[config.mk]
export PLATFORM = sky130hd
export DESIGN_NAME = frame_serializer
export DESIGN_NICKNAME = d
export VERILOG_FILES = /design/src/rtl/frame_ser_pkg.sv /design/src/rtl/frame_ser_buf.sv /design/src/rtl/frame_serializer.sv
export SDC_FILE = /design/constraint.sdc
export NUM_CORES = 1
export LEC_CHECK = 0
export CORE_UTILIZATION = 55
export CTS_CLUSTER_SIZE = 25
export DETAILED_ROUTE_END_ITERATION = 10
export PLACE_DENSITY = 0.79
export SYNTH_ARGS = -nofsm -noshare
export SYNTH_HDL_FRONTEND = slang
export SYNTH_SLANG_ARGS = --single-unit
[constraint.sdc]
create_clock -name clk -period 2.4 [get_ports clk]
set_clock_uncertainty 0.05 [all_clocks]
set_input_delay 0.36 -clock clk [delete_from_list [all_inputs] [get_ports clk]]
set_output_delay 0.36 -clock clk [all_outputs]
set_load 0.02 [all_outputs]
[src/rtl/frame_ser_pkg.sv]
// Shared types and constants for the frame serializer.
// Holds the FSM state encoding and the default header word.
package frame_ser_pkg;

   typedef enum logic [2:0] {
      S_IDLE    = 3'd0,
      S_COLLECT = 3'd1,
      S_HDR     = 3'd2,
      S_LEN     = 3'd3,
      S_DATA    = 3'd4,
      S_CSUM    = 3'd5
   } state_e;

   localparam logic [7:0] HDR_DEFAULT = 8'hA5;

   function automatic int idx_w(input int n);
      return (n > 1) ? $clog2(n) : 1;
   endfunction

endpackage

[src/rtl/frame_ser_buf.sv]
// Channel word storage for one frame.
// One synchronous write port, one combinational read port.
module frame_ser_buf
   import frame_ser_pkg::*;
#(
   parameter int DATA_W = 8,
   parameter int N_CH   = 16,
   parameter int IDX_W  = idx_w(N_CH)
) (
   input  logic              clk,
   input  logic              we,
   input  logic [IDX_W-1:0]  waddr,
   input  logic [DATA_W-1:0] wdata,
   input  logic [IDX_W-1:0]  raddr,
   output logic [DATA_W-1:0] rdata
);

   logic [DATA_W-1:0] mem_q [N_CH];

   always_ff @(posedge clk) begin
      if (we) begin
         mem_q[waddr] <= wdata;
      end
   end

   assign rdata = mem_q[raddr];

endmodule

[src/rtl/frame_serializer.sv]
// Collects channel words into a frame and streams it out as
// header, length, data words and an XOR checksum.
module frame_serializer
   import frame_ser_pkg::*;
#(
   parameter int DATA_W  = 8,
   parameter int N_CH    = 16,
   parameter int TIMEOUT = 32,
   parameter logic [DATA_W-1:0] HDR_WORD = DATA_W'(HDR_DEFAULT)
) (
   input  logic              clk,
   input  logic              rst_n,
   input  logic [DATA_W-1:0] din,
   input  logic              din_valid,
   output logic              din_ready,
   output logic [DATA_W-1:0] dout,
   output logic              dout_valid,
   input  logic              dout_ready,
   output logic              dout_sof,
   output logic              dout_eof,
   output logic              busy
);

   localparam int CNT_W = $clog2(N_CH + 1);
   localparam int IDX_W = idx_w(N_CH);
   localparam int IDL_W = $clog2(TIMEOUT + 1);

   state_e            state_q, state_d;
   logic [CNT_W-1:0]  cnt_q, cnt_d, cnt_nx;
   logic [IDL_W-1:0]  idle_q, idle_d, idle_nx;
   logic [DATA_W-1:0] csum_q, csum_d, rd_data;
   logic [IDX_W-1:0]  idx_q, idx_d, wr_addr;
   logic              en_q, en_d;
   logic              wr_en, accept, xfer;

   // en_q keeps din_ready low until the first edge after reset release
   assign en_d       = 1'b1;
   assign din_ready  = en_q &&
                       (state_q == S_IDLE || state_q == S_COLLECT);
   assign dout_valid = state_q inside {S_HDR, S_LEN, S_DATA, S_CSUM};
   assign busy       = (state_q != S_IDLE);
   assign accept     = din_valid && din_ready;
   assign xfer       = dout_valid && dout_ready;
   assign cnt_nx     = cnt_q + CNT_W'(1);
   assign idle_nx    = idle_q + IDL_W'(1);

   frame_ser_buf #(
      .DATA_W (DATA_W),
      .N_CH   (N_CH),
      .IDX_W  (IDX_W)
   ) u_buf (
      .clk   (clk),
      .we    (wr_en),
      .waddr (wr_addr),
      .wdata (din),
      .raddr (idx_q),
      .rdata (rd_data)
   );

   always_ff @(posedge clk or negedge rst_n) begin
      if (!rst_n) begin
         state_q <= S_IDLE;
         cnt_q   <= '0;
         idle_q  <= '0;
         csum_q  <= '0;
         idx_q   <= '0;
         en_q    <= 1'b0;
      end else begin
         state_q <= state_d;
         cnt_q   <= cnt_d;
         idle_q  <= idle_d;
         csum_q  <= csum_d;
         idx_q   <= idx_d;
         en_q    <= en_d;
      end
   end

   always_comb begin
      state_d  = state_q;
      cnt_d    = cnt_q;
      idle_d   = idle_q;
      csum_d   = csum_q;
      idx_d    = idx_q;
      wr_en    = 1'b0;
      wr_addr  = cnt_q[IDX_W-1:0];
      dout     = '0;
      dout_sof = 1'b0;
      dout_eof = 1'b0;
      unique case (state_q)
         S_IDLE: begin
            if (accept) begin
               wr_en   = 1'b1;
               wr_addr = '0;
               cnt_d   = CNT_W'(1);
               idle_d  = '0;
               csum_d  = din;
               state_d = (N_CH == 1) ? S_HDR : S_COLLECT;
            end
         end
         S_COLLECT: begin
            if (accept) begin
               wr_en  = 1'b1;
               cnt_d  = cnt_nx;
               idle_d = '0;
               csum_d = csum_q ^ din;
               if (cnt_nx == CNT_W'(N_CH)) begin
                  state_d = S_HDR;
               end
            end else begin
               idle_d = idle_nx;
               if (idle_nx == IDL_W'(TIMEOUT)) begin
                  state_d = S_HDR;
               end
            end
         end
         S_HDR: begin
            dout     = HDR_WORD;
            dout_sof = 1'b1;
            if (xfer) begin
               state_d = S_LEN;
            end
         end
         S_LEN: begin
            dout = DATA_W'(cnt_q);
            if (xfer) begin
               idx_d   = '0;
               state_d = S_DATA;
            end
         end
         S_DATA: begin
            dout = rd_data;
            if (xfer) begin
               if (CNT_W'(idx_q) + CNT_W'(1) == cnt_q) begin
                  state_d = S_CSUM;
               end else begin
                  idx_d = idx_q + IDX_W'(1);
               end
            end
         end
         S_CSUM: begin
            dout     = csum_q ^ DATA_W'(cnt_q);
            dout_eof = 1'b1;
            if (xfer) begin
               cnt_d   = '0;
               idle_d  = '0;
               csum_d  = '0;
               state_d = S_IDLE;
            end
         end
         default: begin
            state_d = S_IDLE;
         end
      endcase
   end

endmodule
==> impl_metrics.toml, run 1 <==
[synth]
synth_area_leaders = "edfxtp_1, mux4_2, dfrtp_1, nor2_1, nand2_1"
postSynthAreaPerCell_sq_um = 15.2
netlist_area_sq_mm = 0.00695
yosysWarnings = 0
synth_top_area_share_pct = 55.3
syn-num-nets = 473
synth_common_cells = "edfxtp_1, nor2_1, mux4_2"
ys_seq_area_share_pct = 65.1
ys_types = 60
synth-seq-cells = 155
synth_edf_count = 128
yosysMostFrequentCell = "edfxtp_1"
postSynthCellCount = 456
synth_top_area_cell = "edfxtp_1"
synth_flop_cell = "edfxtp_1"
synthArstFlopShare_pct = 17.4

[worst_setup_path]
crit_path_max_fanout = 5
worstPathArrival_ps = 2370
critPathKind = "flip-flop to output pin"
r2r_cells = 8
worstSetupStartpointType = "flip-flop"
crit_path_end_kind = "output pin"
cp.required_ps = 1990

[sta]
max_freq_ghz = 0.359
setup_slack_ps = -385
rsz0062_at_grt = "yes"
post-route-min-period_ps = 2780
finalCritPeriodShare_pct = 116
hold_viol = 0
final-max-slew-violation-count = 0
fin_tns_setup_ps = -2620
fin_hold_ws_ps = 264
slew_headroom_pct = 50.7
setup_viol = 8
worstMarginPinSlew_ps = 737

[die]
io_pins = 25
start_util_pct = 57.1
die_area_sq_mm = 0.0131
row_count = 40
coreArea_sq_mm = 0.0122
die_w_um = 114
die_h_um = 114

[power_and_ir_drop]
total_power_mw = 8.99
leakage_nw = 2.96
peakVddDrop_mv = 0.779
power-per-cell-area_mw_per_mm2 = 1070

[global_routing]
grt_pass1_vias = 4493
antenna_found_initial = 0
gr-total-overflow = 0
grt_pass1_wl_mm = 25.7
grt_max_degree = 28
grt_use_total_pct = 28.1

[clock_network]
cts_max_level = 4
cts_buffers = 17
cts_tree = "yes"
clockRootBuffer = "clkbuf_16"
path_clk_slew_ps = 60
clock_path_buffers = 2
clkSinkCount = 155
clock_latency_ps = 430

[route]
initialDrtViolationCount = 558
routedWlPerCell_um = 23.4
finalWirelength_mm = 16.7
via_per_inst = 6.32
vias = 4513
drc_errors = 0
postRouteAntennaNets = 0
drtPass1Iterations = 5

[status]
status = "finished, violations left"
violations = "negative setup slack"

[cells_and_area]
n_fill_cell = 814
finalCoreUtilization_pct = 68.9
area_growth_pct = 20.6
stdcell_count = 714
layout-drive-gt1-share_pct = 29.3
diodes = 0
fin_area_sq_mm = 0.00838
finalNetCount = 551

[placement]
hpwl_mm = 11.0
pre_cts_ws_ps = -383
place_congestion = 0.949
place_area_sq_mm = 0.00773
portBuffers = 24
dp.cells = 681

[run]
drv_cap = 0

[min_path]
hold_class = "primary input to async pin"
critical path, cell delays in order, from the launching register on:
cell and delay, ps:
dfrtp_2 440, buf_6 170, buf_6 130, mux4_2 530
a221oi_2 340, o22ai_1 150, buf_4 190
registers in the layout, indices dropped and copies added, names as in the netlist:
register     flops
u_buf.mem_q    128
idle_q           6
cnt_q            5
csum_q           8
en_q             1
state_q          3
idx_q            4
cell type report:
type	count	area, sq um	share of cell area, %
Sequential cell	155	4520	54.0
Clock buffer	21	440	5.26
Clock inverter	10	119	1.42
Tap cell	168	210	2.51
Inverter	9	33.8	0.403
Multi-Input combinational cell	264	2300	27.5
Timing Repair Buffer	87	748	8.93
repair_timing:
action	4_1_cts	5_1_grt
endpoints found under the hold margin	0	0
resized for setup	51	13
setup buffers	0	2
pin swaps	9	6
hold buffers	0	0
setup endpoints to repair	15	26
cells by family (layout without fill, tap and decap cells):
family	Yosys count	in the layout	synth area share, %
compound gates	94	94	10.0
other cells	1	1	0.0540
fa+ha+maj	5	5	0.901
simple gates	118	118	8.59
xor+xnor	13	13	1.75
buf+inv	37	127	3.10
flops	155	155	65.1
mux	33	33	10.5
layout by cell type, fill, tap and decap left out, types with 3 or more instances in the layout:
cell             netlist  final
buf_2                  6      5
ha_1                   5      3
a22o_1                11      9
a21oi_1               15     15
a31oi_1                4      4
buf_6                  4      4
a221o_1                7      7
buf_12                 0      4
nor2_1                34     34
nand2_1               31     31
dfrtp_2                0      3
o2bb2ai_1              4      4
clkbuf_1               8      4
xor2_1                 7      7
o22ai_1                5      5
o21ai_0               17     16
and3_1                 3      3
inv_1                  7      7
mux4_2                32     32
nand3b_1               9      9
nor3_1                 5      4
and2_1                 4      4
nor2b_1                4      4
o31ai_1                5      5
a22oi_1                5      5
edfxtp_1             128    128
dfrtp_1               27     24
a221oi_2               1      8
o21ai_1                2      3
buf_4                  5     58
clkbuf_16              0     17
xnor2_1                5      5
nand3_1               12     12
clkdlybuf4s50_1        0     12
path summary, 6_finish.rpt:
check,startpoint,endpoint,slack [ps]
max reg2reg,idx_q[0],idx_q[1],100
min,rst_n,idle_q[4],260
min reg2reg,idle_q[0],idle_q[0],500
max,idx_q[0],dout[3],-380
min in group clk,idle_q[0],idle_q[0],500
max in group asynchronous,rst_n,idx_q[0],1710
report_power, final:
| group | internal, mW | total [mW] | leakage [nW] | switching [mW] |
|---|---|---|---|---|
| clock network | 1.53 | 2.56 | 0.266 | 1.03 |
| registers | 3.11 | 3.33 | 1.49 | 0.219 |
| logic | 1.44 | 3.11 | 1.20 | 1.67 |
| total | 6.07 | 8.99 | 2.96 | 2.92 |
per-layer routing:
metal / vias to the layer above / part of all wire [%] / wire length (um) / track usage [%]
met5: - / 0 / 0 / 0
met4: 0 / 2.0 / 342 / 10.2
met3: 38 / 8.0 / 1340 / 8.31
met2: 236 / 50 / 8440 / 45.5
met1: 2292 / 40 / 6610 / 36.3
li1: 1947 / - / - / -
(Power assumes the default switching activity.)
==> inputs of run 2 (changes only) <==
- CORE_ASPECT_RATIO: default -> 0.75
- CORE_UTILIZATION: 55 -> 61
- PLACE_DENSITY: 0.79 -> 0.8
- clock period: 2.4 -> 2.94 ns (I/O delays scaled with it)
==> run 2 against run 1 <==
Effect of this change:
- the run still ends with negative setup slack left
- cell count is 6.0% lower
- global-route usage rose by 3.0 points
- clock power down 19%
- power shrank 18%
- worst setup slack improved by 350 ps
- sequential power fell by 18%
- worst hold slack better by 92 ps
==> impl_metrics.toml, run 2 (synthesized netlist as in run 1, its figures left out) <==
[clock_network]
cts_tree = "yes"
cts_buffers = 17
clockRootBuffer = "clkbuf_16"
path_clk_slew_ps = 70
clock_latency_ps = 430
clkSinkCount = 155
clock_path_buffers = 2
cts_hold_buf = 0
cts_max_level = 4

[global_routing]
grt_pass1_vias = 4557
antenna_found_initial = 0
gr-total-overflow = 0
grt_use_total_pct = 31.1
grt_max_degree = 28
grt_pass1_wl_mm = 26.1

[power_and_ir_drop]
swShare_pct = 34.3
power.internal_mw = 4.87
p_comb_share_pct = 35.3
seq_power_share_pct = 36.8
power-per-cell-area_mw_per_mm2 = 894
leakage_nw = 2.87
total_power_mw = 7.42
p_clk_share_pct = 27.8
netSwitchingPower_mw = 2.55
peakVddDrop_mv = 0.573

[sta]
hold_viol = 0
worstMarginPinSlew_ps = 850
final-max-slew-violation-count = 0
slew_headroom_pct = 43.2
rsz0062_at_grt = "yes"
setup_slack_ps = -32.0
finalCritPeriodShare_pct = 101
setup_viol = 1
post-route-min-period_ps = 2970
max_freq_ghz = 0.336

[cells_and_area]
area_growth_pct = 19.4
finalCoreUtilization_pct = 75.2
final_common_cell = "edfxtp_1"
finalNetCount = 535
diodes = 0
largest_reg_flops = 128
layout_common_cells = "edfxtp_1, buf_4, nor2_1, mux4_2, nand2_1"
top_regs = "u_buf.mem_q: 128 flops, csum_q: 8 flops, idle_q: 6 flops"
largest_register = "u_buf.mem_q"
layout-drive-gt1-share_pct = 27.3

[status]
status = "finished, violations left"
violations = "negative setup slack"

[worst_setup_path]
crit_path_end_kind = "output pin"
crit_top_cell = "buf_6"
cp.required_ps = 2450
crit_start = "idx_q[0]"
critPathTopFamily = "buffers and inverters"
critPathKind = "flip-flop to output pin"
r2r_start = "idx_q[0]"
critical_path.reg2reg.endpoint = "idx_q[0]"
worstSetupStartpointType = "flip-flop"
crit_path_top_delay_cell = "mux4_2"
crit_path_max_fanout = 5
crit_chain = "buf_12, buf_6, buf_16, mux4_2, a221oi_2, o22ai_2, buf_6"
r2r_slack_ps = 120
cp-endpoint = "dout[3]"
r2r_cells = 11
worstPathArrival_ps = 2480
worstSetupPathDepth = 7
path_buf_inv = 4
slowest_delay_ps = 520

[placement]
portBuffers = 24
place_congestion = 0.885
hpwl_mm = 11.0

[die]
coreArea_sq_mm = 0.0110
start_util_pct = 63.0
io_pins = 25
die_area_sq_mm = 0.0118
die_h_um = 94.4
die_w_um = 125
row_count = 33

[route]
drc_errors = 0
drtPass1Iterations = 7
postRouteAntennaNets = 0
finalWirelength_mm = 17.4
initialDrtViolationCount = 511
routedWlPerCell_um = 25.9
vias = 4597
via_per_inst = 6.85

[min_path]
hold_class = "primary input to async pin"

[run]
drv_cap = 0
[run 2: cell types whose count changed in the layout (fill, tap and decap cells not counted), moves of 3 or more]
| cell | change |
|---|---|
| a221oi_4 | +3 |
| clkbuf_1 | -3 |
| buf_4 | -19 |
| clkdlybuf4s50_1 | +4 |
| a221oi_2 | -3 |
| buf_16 | +3 |
| inv_8 | +5 |
[run 2: layout make-up]
cell class                 count  area [sq um]
tap                          140           175
clock inverter                14           128
inverter                       9          33.8
sequential                   155          4520
clock buffer                  18           429
fill                         642          2730
multi-input combinational    264          2300
timing repair buffer          71           703
[run 2: how the worst min path moves through the flow]
stage / depth (start not counted) / slack (ps) / start / endpoint
finish: 2 / 360 / rst_n / state_q[1]
detailed placement: 1 / 470 / idle_q[4] / idle_q[4]
global route: 2 / 390 / rst_n / state_q[1]
floorplan: 0 / 100 / rst_n / cnt_q[0]
CTS: 2 / 360 / rst_n / idle_q[2]
global placement: 2 / 460 / idle_q[5] / idle_q[5]
[run 2: repair_timing]
action / CTS / global route
gates resized for setup: 46 / 19
setup buffers: 5 / 2
pin swaps: 2 / 6
hold endpoints to repair: 0 / 0
endpoints found under the setup margin: 8 / 6
cloned: 3 / 1
[run 2: power by group through the flow]
stage          Clock, mW  Sequential [mW]  Combinational [mW]
2_1_floorplan          0             2.68                1.66
3_3_place_gp           0             2.75                2.16
3_5_place_dp           0             2.76                2.23
4_1_cts             2.08             2.72                2.48
5_1_grt             2.17             2.75                2.79
6_report            2.07             2.73                2.62
[run 2: metrics by stage]
stage | worst slack, ps | area, sq um | hold WS [ps] | TNS, ps | std cells
after global placement | 34.8 | 7500 | 457 | 0 | 629
after global routing | -67.9 | 8290 | 385 | -391 | 671
after detailed placement | -40.7 | 7500 | 470 | -40.7 | 629
after CTS | 13.2 | 8210 | 358 | 0 | 669
after floorplan | 441 | 6950 | 95.4 | 0 | 456
final | -32.0 | 8290 | 356 | -32.0 | 671
[run 2: routing by layer]
metal / up-vias / share of wire, % / global-route usage [%]
met2: 287 / 48 / 48.1
met3: 43 / 9.1 / 6.06
li1: 1926 / - / -
met4: 0 / 3.0 / 13.6
met1: 2341 / 40 / 44.1
met5: - / 0 / 0
[run 2: worst reg2reg max path: stages, from the launching register on]
cell and delay [ps]:
dfrtp_2 460, buf_12 150, buf_6 130, clkbuf_16 160
buf_4 150, ha_1 270, nor2b_1 180, or2_4 240
a2111oi_4 420, a21oi_2 150, o21ai_2 230, a22o_1 200
==> inputs of run 3 (changes only) <==
- CORE_UTILIZATION: 61 -> 50
- PLACE_DENSITY: 0.8 -> 0.7
- RECOVER_POWER: default -> 100
- clock period: 2.94 -> 2.5 ns (I/O delays scaled with it)
==> run 3 against run 2 <==
Effect of this change:
- clock-buffer cell count is 1 lower
- routed wire length is 4.0% lower
- power is 15% higher
- clock power is 14% higher
- the run ends with design-rule violations, negative setup slack left
- first-iteration DRC count is 13% lower
- combinational power is 13% higher
- sequential cell count stayed put
- critical endpoint is now dout[5]
- via count is 3.3% lower
==> impl_metrics.toml, run 3 (synthesized netlist as in run 1, its figures left out) <==
[run]
drv_cap = 0

[power_and_ir_drop]
p_comb_share_pct = 34.9
leakage_nw = 2.90
seq_power_share_pct = 37.4
power-per-cell-area_mw_per_mm2 = 1020
p_clk_share_pct = 27.7
swShare_pct = 33.7
netSwitchingPower_mw = 2.87
peakVddDrop_mv = 0.546
power.internal_mw = 5.65

[worst_setup_path]
cp-endpoint = "dout[5]"
critPathTopFamily = "compound AO/OA/AOI/OAI gates"
crit_chain = "buf_12, mux4_2, a22o_1, a221oi_2, o211ai_1, buf_4"
crit_path_top_delay_cell = "mux4_2"
slowest_delay_ps = 500
r2r_slack_ps = -50
critical_path.reg2reg.endpoint = "state_q[0]"
path_buf_inv = 2
r2r_start = "state_q[1]"
critPathKind = "flip-flop to output pin"
cp.required_ps = 2080
worstPathArrival_ps = 2340
worstSetupStartpointType = "flip-flop"
r2r_cells = 7
crit_path_max_fanout = 10
worstSetupPathDepth = 6
crit_start = "idx_q[0]"
crit_path_end_kind = "output pin"

[cells_and_area]
n_fill_cell = 952
final_common_cell = "edfxtp_1"
diodes = 0
largest_reg_flops = 128
finalNetCount = 553
area_growth_pct = 19.7
layout_common_cells = "edfxtp_1, nor2_1, mux4_2, buf_4, nand2_1"
finalCoreUtilization_pct = 62.6
top_regs = "u_buf.mem_q: 128 flops, csum_q: 8 flops, idle_q: 6 flops"
largest_register = "u_buf.mem_q"
layout-drive-gt1-share_pct = 27.3

[sta]
worstMarginPinSlew_ps = 1100
finalCritPeriodShare_pct = 111
rsz0062_at_grt = "yes"
fin_tns_setup_ps = -1850
max_freq_ghz = 0.362
slew_headroom_pct = 26.9
final-max-slew-violation-count = 0
setup_slack_ps = -265
hold_viol = 0
post-route-min-period_ps = 2760
setup_viol = 11

[clock_network]
cts_tree = "yes"
clockRootBuffer = "clkbuf_16"
clock_path_buffers = 2
cts_buffers = 17
clkSinkCount = 155
cts_max_level = 4
clock_latency_ps = 420
path_clk_slew_ps = 60

[global_routing]
grt_pass1_wl_mm = 25.4
grt_pass1_vias = 4294
grt_max_degree = 20
grt_use_total_pct = 24.4
antenna_found_initial = 0
gr-total-overflow = 0

[placement]
place_congestion = 0.873
hpwl_mm = 11.6
pre_cts_ws_ps = -326
portBuffers = 24

[die]
die_area_sq_mm = 0.0144
row_count = 36
start_util_pct = 52.3
io_pins = 25
coreArea_sq_mm = 0.0133
die_w_um = 138
die_h_um = 104

[min_path]
hold_class = "primary input to async pin"

[status]
violations = "design-rule violations, negative setup slack"
status = "finished, violations left"

[route]
initialDrtViolationCount = 444
drc_errors = 4
vias = 4444
postRouteAntennaNets = 0
finalWirelength_mm = 16.7
via_per_inst = 6.17
drtPass1Iterations = 8
routedWlPerCell_um = 23.2
==> run 3: cell count changes in the layout (fill, tap and decap cells not counted), moves of 7 or more <==
| cell | change |
|---|---|
| clkbuf_2 | +14 |
| clkdlybuf4s50_1 | -12 |
| dlygate4sd3_1 | +10 |
| clkbuf_1 | +9 |
| buf_4 | -7 |
==> run 3: how the worst min path moves through the flow <==
stage / slack (ps) / end
finish: 300 / csum_q[7]
global placement: 460 / idle_q[5]
floorplan: 30 / cnt_q[0]
global route: 320 / idle_q[5]
CTS: 260 / idle_q[4]
detailed placement: 480 / idle_q[1]
==> run 3: final cells by class <==
class / instances / area (sq um) / area share [%]
clock buffer: 17 / 425 / 5.12
multi-input combinational: 264 / 2260 / 27.2
tap: 171 / 214 / 2.57
sequential: 155 / 4520 / 54.4
inverter: 9 / 33.8 / 0.406
clock inverter: 15 / 116 / 1.40
timing repair buffer: 89 / 741 / 8.91
==> run 3: metrics by stage <==
stage          power (mW)  hold slack [ps]  instance area (sq um)  cells
6_report             8.52              300                   8310    720
3_3_place_gp         6.00              456                   7750    682
4_1_cts              8.48              262                   8320    714
2_1_floorplan        5.10             29.4                   6950    456
5_1_grt              8.89              324                   8310    720
3_5_place_dp         6.09              483                   7750    682
==> run 3: timing repair <==
action	4_1_cts	5_1_grt
setup endpoints to repair	9	18
hold buffers	0	0
cloned	0	1
setup buffers	0	5
pin swaps	5	8
resized for setup	49	13
==> run 3: power by group through the flow <==
stage	Clock, mW	Sequential [mW]	Combinational (mW)
final	2.36	3.18	2.97
after global routing	2.51	3.20	3.19
after CTS	2.40	3.19	2.90
after detailed placement	0	3.23	2.86
after global placement	0	3.22	2.78
after floorplan	0	3.15	1.95
==> run 3: metal layers <==
layer	GRT usage (%)	part of all wire, %	up-vias
met4	7.14	1.1	0
met1	36.2	44	2239
li1	-	-	1965
met2	36.2	45	227
met5	0	0	-
met3	5.43	9.1	13
